## config.mk

```make
export PLATFORM = sky130hd
export DESIGN_NAME = compare_serial
export DESIGN_NICKNAME = d
export VERILOG_FILES = /design/src/rtl/compare_serial.sv
export SDC_FILE = /design/constraint.sdc
export NUM_CORES = 1
export LEC_CHECK = 0
export BUFFER_PORTS_ARGS = -buffer_cell sky130_fd_sc_hd__buf_2
export CAP_MARGIN = 5
export CORE_MARGIN = 5
export CORE_UTILIZATION = 45
export CTS_BUF_LIST = sky130_fd_sc_hd__clkbuf_4
export DETAILED_ROUTE_END_ITERATION = 16
export MAX_ROUTING_LAYER = met4
export PLACE_DENSITY = 0.75
export SKIP_LAST_GASP = 1
export SLEW_MARGIN = 0
export SYNTH_ARGS = -nofsm -noshare
export SYNTH_HDL_FRONTEND = slang
export SYNTH_SLANG_ARGS = --single-unit
```

## constraint.sdc

```tcl
create_clock -name clk_i -period 5.7 [get_ports clk_i]
set_clock_uncertainty 0.1 [all_clocks]
set_input_delay 0.285 -clock clk_i [delete_from_list [all_inputs] [get_ports clk_i]]
set_output_delay 0.285 -clock clk_i [all_outputs]
set_load 0.01 [all_outputs]
```

## src/rtl/compare_serial.sv

```systemverilog
// Multi-cycle RISC-V branch comparator: evaluates EQ/NE/LT/GE/LTU/GEU on N-bit operands,
// CHUNK bits per cycle, MSB-first. Define COMPARE_SERIAL_EARLY_EXIT_EN to finish on the first differing chunk.
module compare_serial #(
   parameter int N     = 32,  // operand width, N >= 2
   parameter int CHUNK = 8    // N must be a multiple of CHUNK
) (
   input  logic         clk_i,
   input  logic         rstn_i,
   input  logic         in_valid_i,
   output logic         in_ready_o,
   input  logic [N-1:0] a_i,
   input  logic [N-1:0] b_i,
   input  logic [2:0]   op_i,
   output logic         out_valid_o,
   input  logic         out_ready_i,
   output logic         res_o,
   output logic         busy_o
);

   localparam int ITER = N / CHUNK;
   localparam int CW   = (ITER > 1) ? $clog2(ITER) : 1;
   localparam logic [CW-1:0] CNT_TOP = CW'(ITER - 1);

   localparam logic [2:0] OP_EQ  = 3'b000;
   localparam logic [2:0] OP_NE  = 3'b001;
   localparam logic [2:0] OP_LT  = 3'b100;
   localparam logic [2:0] OP_GE  = 3'b101;
   localparam logic [2:0] OP_LTU = 3'b110;
   localparam logic [2:0] OP_GEU = 3'b111;

   typedef enum logic [1:0] {
      S_IDLE = 2'd0,
      S_RUN  = 2'd1,
      S_DONE = 2'd2
   } state_t;

   state_t          r_state;
   logic [N-1:0]    r_a;
   logic [N-1:0]    r_b;
   logic [2:0]      r_op;
   logic [CW-1:0]   r_cnt;
   logic            r_decided;
   logic            r_lt;
   logic            r_out_valid;
   logic            r_res;

   logic            w_signed;
   logic [N-1:0]    w_sign_mask;
   logic [N-1:0]    w_a_shift;
   logic [N-1:0]    w_b_shift;
   logic [CHUNK-1:0] w_a_chunk;
   logic [CHUNK-1:0] w_b_chunk;
   logic            w_hit;
   logic            w_decided_nxt;
   logic            w_lt_nxt;
   logic            w_last;

   // Flipping the sign bit of both operands maps signed order onto unsigned order.
   assign w_signed    = (op_i == OP_LT) || (op_i == OP_GE);
   assign w_sign_mask = {w_signed, {(N-1){1'b0}}};

   assign w_a_shift = r_a >> (CHUNK * int'(r_cnt));
   assign w_b_shift = r_b >> (CHUNK * int'(r_cnt));
   assign w_a_chunk = w_a_shift[CHUNK-1:0];
   assign w_b_chunk = w_b_shift[CHUNK-1:0];

   // Only the first (most significant) differing chunk decides the ordering.
   assign w_hit         = !r_decided && (w_a_chunk != w_b_chunk);
   assign w_decided_nxt = r_decided | w_hit;
   assign w_lt_nxt      = w_hit ? (w_a_chunk < w_b_chunk) : r_lt;

`ifdef COMPARE_SERIAL_EARLY_EXIT_EN
   assign w_last = (r_cnt == '0) || w_hit;
`else
   assign w_last = (r_cnt == '0);
`endif

   function automatic logic eval_cond(input logic [2:0] op, input logic decided, input logic lt);
      logic eq;
      eq = !decided;
      case (op)
         OP_EQ:          eval_cond = eq;
         OP_NE:          eval_cond = !eq;
         OP_LT, OP_LTU:  eval_cond = lt;
         OP_GE, OP_GEU:  eval_cond = !lt;
         default:        eval_cond = 1'b0;
      endcase
   endfunction

   // NOTE: state is updated only with non-blocking assignments so every register samples pre-edge values.
   always_ff @(posedge clk_i or negedge rstn_i) begin
      if (!rstn_i) begin
         r_state     <= S_IDLE;
         r_a         <= '0;
         r_b         <= '0;
         r_op        <= '0;
         r_cnt       <= '0;
         r_decided   <= 1'b0;
         r_lt        <= 1'b0;
         r_out_valid <= 1'b0;
         r_res       <= 1'b0;
      end else begin
         case (r_state)
            S_IDLE: begin
               if (in_valid_i) begin
                  r_a       <= a_i ^ w_sign_mask;
                  r_b       <= b_i ^ w_sign_mask;
                  r_op      <= op_i;
                  r_cnt     <= CNT_TOP;
                  r_decided <= 1'b0;
                  r_lt      <= 1'b0;
                  r_state   <= S_RUN;
               end
            end
            S_RUN: begin
               r_decided <= w_decided_nxt;
               r_lt      <= w_lt_nxt;
               if (w_last) begin
                  r_state     <= S_DONE;
                  r_out_valid <= 1'b1;
                  r_res       <= eval_cond(r_op, w_decided_nxt, w_lt_nxt);
               end else begin
                  r_cnt <= r_cnt - 1'b1;
               end
            end
            S_DONE: begin
               if (out_ready_i) begin
                  r_state     <= S_IDLE;
                  r_out_valid <= 1'b0;
               end
            end
            default: begin
               r_state     <= S_IDLE;
               r_out_valid <= 1'b0;
            end
         endcase
      end
   end

   assign in_ready_o  = (r_state == S_IDLE);
   assign busy_o      = (r_state != S_IDLE);
   assign out_valid_o = r_out_valid;
   assign res_o       = r_res;

endmodule

```

==> results of run 1 <==
worst max-delay path, cell delays in order, from the launching register on:
cell      delay [ns]
dfrtp_1         1.06
mux4_2          0.61
ha_1            0.31
nor2b_1         0.13
o211ai_1        0.15
a21oi_1         0.13
o311a_1         0.35
o31ai_1         0.20
a21oi_1         0.09
through the flow:
step,hold WS (ns),utilization,setup WS [ns],power (mW)
2_1_floorplan,-0.1106,-,2.906,1.820
3_3_place_gp,0.3779,0.5127,2.434,1.980
3_5_place_dp,0.3892,0.5127,2.381,2.029
4_1_cts,0.0006147,0.6056,2.364,2.440
5_1_grt,0.004763,0.6095,2.185,2.599
6_report,0.02558,0.6095,2.453,2.420
cell usage after synthesis, types with 2 or more instances:
library cell and instances:
dfrtp_1 75, mux2_2 56, mux4_2 16, inv_1 11, a21oi_1 10, ha_1 9, mux2_4 9, nor2_1 7
buf_8 6, nand2b_1 3, nor2b_1 3, o21ai_0 3, xnor2_1 3, buf_2 2, buf_6 2, mux2i_1 2
nand4_1 2, o311a_1 2, or2_4 2, or3_1 2
cells by family (layout without fill, tap and decap cells):
family,count (synthesis),count (layout),share of synthesized area
muxes,83,83,0.3135
buffers and inverters,25,161,0.05441
DFF,75,75,0.5133
and+or+nand+nor,26,26,0.04312
xor gates and xnor gates,3,3,0.007188
AOI/OAI and AO/OA,22,22,0.03765
adders and majority gates,9,9,0.03080
area by class of cell:
| type | count | area (um2) | area share |
|---|---|---|---|
| Sequential cell | 75 | 1877 | 0.3944 |
| Clock buffer | 10 | 75.07 | 0.01578 |
| Inverter | 12 | 45.04 | 0.009466 |
| Timing Repair Buffer | 133 | 963.4 | 0.2025 |
| Multi-Input combinational cell | 143 | 1580 | 0.3321 |
| Clock inverter | 6 | 90.09 | 0.01893 |
| Tap cell | 102 | 127.6 | 0.02682 |
registers in the layout, indices dropped and copies added (netlist names):
register,count
out_valid_o,1
r_op,3
res_o,1
r_state,2
r_b,32
r_lt,1
r_cnt,2
r_decided,1
r_a,32
placed cells by master (no fill, tap or decap), types with 2 or more instances in the layout:
cell	netlist	final
dfrtp_1	75	75
buf_2	2	73
dlygate4sd3_1	0	59
mux2_2	56	56
mux4_2	16	16
inv_1	11	11
a21oi_1	10	10
clkbuf_4	0	10
mux2_4	9	9
ha_1	9	9
nor2_1	7	7
o21ai_0	3	3
nor2b_1	3	3
xnor2_1	3	3
nand2b_1	3	3
or2_4	2	2
or3_1	2	2
mux2i_1	2	2
nand4_1	2	2
o311a_1	2	2
bufinv_16	0	2
clkinv_4	0	2
routing by layer:
metal  global-route usage  wire length, um  up-vias
met1               0.2022             3237     1189
met2               0.2762             4020       50
li1                     -                -     1152
met4              0.04352               40        0
met3              0.03544              283        4
met5                    -                0        -
worst paths after layout:
kind / start / endpoint / cells after the start
max: r_cnt[0]$_DFFE_PN0P_ / res_o$_DFFE_PN0P_ / 8
min: a_i[7] / r_a[7]$_DFFE_PN0P_ / 2
max reg2reg: r_cnt[0]$_DFFE_PN0P_ / res_o$_DFFE_PN0P_ / 8
min reg2reg: r_a[2]$_DFFE_PN0P_ / r_a[2]$_DFFE_PN0P_ / 1
max in group asynchronous: rstn_i / r_state[0]$_DFFE_PN0P_ / 2
min in group asynchronous: rstn_i / r_a[10]$_DFFE_PN0P_ / 2
power by group through the flow:
| stage | clock network, mW | logic, mW | registers (mW) |
|---|---|---|---|
| 2_1_floorplan | 0 | 0.911 | 0.909 |
| 3_3_place_gp | 0 | 0.968 | 1.01 |
| 3_5_place_dp | 0 | 1.00 | 1.03 |
| 4_1_cts | 0.383 | 1.04 | 1.01 |
| 5_1_grt | 0.404 | 1.14 | 1.06 |
| 6_report | 0.372 | 1.04 | 1.01 |
==> qor.yml, run 1 <==
clock_network:
  clock_latency_ns: 0.41
  clk_pin_slew_ns: 0.12
  htree_levels: 3
  cts.sinks: 75
  cts_buffer_depth: 2
  cts-resized-gates: 0
  cts_setup_buffers: 0
  cts_made_buffers: 9
  cts_tree: "built"
  cts_root_buf: "clkbuf_4"
  ctsHoldBuffers: 56
global_route:
  overflow: 0
  antenna_found_initial: 0
  grt_pass1_wl_um: 12430
  grt_start_max_net_pins: 76
  grt_pass1_vias: 2585
  grt_use_total: 0.1644
cells_and_area:
  area_growth_pct: 30.15
  final_nets: 454
  diodes: 0
  nFillCells: 625
  drive_above_1_share: 0.4670
  stdcell_area_um2: 4758
  fin_cells: 481
timing:
  setup_viol: 0
  fin_crit_ns: 3.247
  report.final.slew_viol_count: 0
  slew_headroom: 0.2929
  tns_ns: 0
  tightest_slew_ns: 1.061
  fmax_mhz: 308.0
  rsz0062_at_grt: "no"
  period_share: 0.5697
  hold_viol_final: 0
critical_path:
  critical_path_required_ns: 5.89
  r2r_slack_ns: 2.45
  path_max_fanout: 18
  critPathKind: "reg -> reg"
  worstPathArrival_ns: 3.44
  worstSetupEndpointType: "flop"
  worstSetupStartpointType: "flop"
floorplanning:
  start_util: 0.4683
  die_w_um: 100.1
  die-height_um: 100.1
  num_rows: 32
  core_um2: 7807
  dieArea_um2: 10030
  io_pins: 75
logic_synthesis:
  synth_cell_types: 38
  synth_nets: 323
  synth_ff_type: "dfrtp_1"
  synth_top_area_frac: 0.5133
  syn_area_um2: 3656
  synth_top_cell_by_area: "dfrtp_1"
  ys_async_sr_fraction: 1.000
  yosysWarnings: 0
  synth_area_leaders: "dfrtp_1, mux2_2, mux4_2"
  synth_edf_count: 0
  synth-seq-cells: 75
  syn_area_per_cell_um2: 15.05
  synthCells: 243
  yosysSeqAreaShare: 0.5133
placed_design:
  gp_congestion: 0.7949
  dp_cells: 406
  post-dp-hpwl_um: 5011
  io_buffers: 74
  placed_cell_area_um2: 4003
power:
  netSwitchingFraction: 0.3285
  internal_power_mw: 1.625
  power_density_nw_per_um2: 508.6
  power.leakage_nw: 2.143
  p_clk_frac: 0.154
  switching_power_uw: 795.1
  p_comb_frac: 0.428
  peakVddDrop_mv: 0.2494
  p_seq_frac: 0.418
route:
  wl_per_cell_um: 15.77
  drc_errors: 0
  vias: 2395
  vias_per_cell: 4.979
  first_pass_iters: 4
  ant_nets: 0
  drt_iter0_drc: 75
  wl_um: 7583
flow_run:
  cap_viol_max_count: 0
status:
  outcome: "completed"
worst_hold_path:
  holdCritPathClass: "in -> reg"
No activity file was read; power rests on OpenSTA's default activity.
==> run 2: changes to the inputs <==
- PLACE_DENSITY: 0.75 -> 0.77
- clock period: 5.7 -> 2.8 ns (I/O delays scaled with it)
==> run 2 against run 1 <==
  * Critical path depth grew 1
  * Clock power grew 69%
  * Utilization grew 2.8 points
  * Design area grew 4.6%
  * Sequential cell count is the same
  * Setup slack lost 2.3 ns
  * Clock-buffer cell count shrank 1
  * Register-to-register slack lost 2.3 ns
  * Fmax grew 23%
  * Routed wire length grew 3.9%
  * First-iteration DRC count grew 11%
  * Cell count grew 3.7%
==> qor.yml, run 2 (synthesized netlist as in run 1, its figures left out) <==
critical_path:
  worstSetupEndpointType: "flop"  # unchanged
  worstPathArrival_ns: 2.85  # was 3.44 ns
  critical_path_required_ns: 3.00  # was 5.89 ns
  critPathKind: "reg -> reg"  # unchanged
  path_max_fanout: 5  # was 18
  worstSetupStartpointType: "flop"  # unchanged
cells_and_area:
  final_nets: 473  # was 454
  drive_above_1_share: 0.4736  # was 0.4670
  final_cell_mix: "dfrtp_1, buf_2, dlygate4sd3_1, mux2_2, mux4_2"  # unchanged
  reg_top3: "r_a x32, r_b x32, r_op x3"  # unchanged
  diodes: 0  # unchanged
  layout_commonest_cell: "dfrtp_1"  # unchanged
  area_growth_pct: 36.11  # was 30.15%
  nFillCells: 585  # was 625
  regArea_um2: 1878  # was 1877 um2
  multi_input_area_um2: 1594  # was 1580 um2
global_route:
  antenna_found_initial: 0  # unchanged
  grt_pass1_vias: 2714  # was 2585
  overflow: 0  # unchanged
  grt_use_total: 0.1718  # was 0.1644
  grt_start_max_net_pins: 76  # unchanged
  grt_pass1_wl_um: 12970  # was 12430 um
timing:
  hold_viol_final: 0  # unchanged
  setup_viol: 0  # unchanged
  layout_setup_ws_ns: 0.1539  # was 2.453 ns
  slew_headroom: 0.3799  # was 0.2929
  fin_crit_ns: 2.646  # was 3.247 ns
  tns_ns: 0  # unchanged
  report.final.slew_viol_count: 0  # unchanged
  fmax_mhz: 377.9  # was 308.0 MHz
  hold_slack_ns: 0.3050  # was 0.02558 ns
  tightest_slew_ns: 0.9301  # was 1.061 ns
  rsz0062_at_grt: "yes"  # was no
  period_share: 0.9450  # was 0.5697
worst_hold_path:
  holdCritPathClass: "in -> async"  # was in -> reg
power:
  power.leakage_nw: 2.240  # was 2.143 nW
  peakVddDrop_mv: 0.4753  # was 0.2494 mV
  power_density_nw_per_um2: 1009  # was 508.6 nW/um2
clock_network:
  cts_buffer_depth: 2  # unchanged
  clk_pin_slew_ns: 0.13  # was 0.12 ns
  cts_tree: "built"  # unchanged
  htree_levels: 3  # unchanged
  clock_latency_ns: 0.42  # was 0.41 ns
  cts_made_buffers: 9  # unchanged
  cts_root_buf: "clkbuf_4"  # unchanged
  cts.sinks: 75  # unchanged
route:
  drt_iter0_drc: 83  # was 75
  met1_length_um: 3510  # was 3237 um
  top_layer: "met4"  # unchanged
  dr_wl_met3_um: 269  # was 283 um
  vias: 2512  # was 2395
  wl_per_cell_um: 15.79  # was 15.77 um
  wl_um: 7880  # was 7583 um
  vias_per_cell: 5.034  # was 4.979
  first_pass_iters: 4  # unchanged
  route.met2.wl_um: 3926  # was 4020 um
  drc_errors: 0  # unchanged
  ant_nets: 0  # unchanged
floorplanning:
  core_um2: 7807  # unchanged
  start_util: 0.4683  # unchanged
  io_pins: 75  # unchanged
  die-height_um: 100.1  # unchanged
  num_rows: 32  # unchanged
  dieArea_um2: 10030  # unchanged
  die_w_um: 100.1  # unchanged
status:
  outcome: "completed"  # unchanged
placed_design:
  post-dp-hpwl_um: 5092  # was 5011 um
  io_buffers: 74  # unchanged
  gp_congestion: 0.7322  # was 0.7949
  dp_slack_ns: 0.1387  # was 2.381 ns
flow_run:
  cap_viol_max_count: 0  # unchanged
[run 2: final timing paths]
kind	from	end	slack, ns	depth (start not counted)
min	rstn_i	r_b[0]$_DFFE_PN0P_	0.30	2
max in group asynchronous	rstn_i	r_cnt[0]$_DFFE_PN0P_	1.66	2
min in group clk_i	b_i[10]	r_b[10]$_DFFE_PN0P_	0.38	3
max reg2reg	r_cnt[0]$_DFFE_PN0P_	res_o$_DFFE_PN0P_	0.15	9
max	r_cnt[0]$_DFFE_PN0P_	res_o$_DFFE_PN0P_	0.15	9
min reg2reg	r_b[23]$_DFFE_PN0P_	r_b[23]$_DFFE_PN0P_	0.42	1
[run 2: repair_timing]
item | CTS | global route
resized for setup | 0 | 4
hold buffers | 70 | 0
hold endpoints to repair | 145 | 0
endpoints found under the setup margin | 0 | 1
setup buffers | 0 | 2
[run 2: metal layers]
layer / global-route usage / up-vias
met5: - / -
met4: 0.06425 / 0
met3: 0.03405 / 16
met2: 0.2783 / 61
met1: 0.2141 / 1243
li1: - / 1192
[run 2: final cells by class]
class                   instances  area share
multi-input cells             143      0.3203
well taps                     102     0.02565
repair buffers                152      0.2424
inverters                      12    0.009052
flip-flops and latches         75      0.3774
clock inverters                 6     0.01157
clock buffers                   9     0.01358
[run 2: report_power, final]
| part | leakage, nW | switching (mW) | internal, mW |
|---|---|---|---|
| Sequential | 0.880 | 0.332 | 1.63 |
| Clock | 0.0713 | 0.365 | 0.261 |
| Combinational | 1.29 | 0.965 | 1.47 |
[run 2: worst max-delay path, cell delays in order (launching register included)]
cell     delay (ns)
dfrtp_2        0.46
buf_12         0.14
mux4_2         0.49
ha_1           0.32
nand4_1        0.14
or2_4          0.30
or2b_1         0.22
nor3_2         0.07
o31ai_2        0.20
a21oi_1        0.09
[run 2: per-stage QoR]
| step | cells | power, mW | area [um2] | util |
|---|---|---|---|---|
| after global placement | 410 | 4.106 | 4070 | 0.5213 |
| after floorplan | 243 | 3.705 | 3656 | - |
| final | 499 | 5.023 | 4976 | 0.6373 |
| after CTS | 495 | 4.916 | 4896 | 0.6271 |
| after detailed placement | 410 | 4.205 | 4070 | 0.5213 |
| after global routing | 499 | 5.414 | 4976 | 0.6373 |
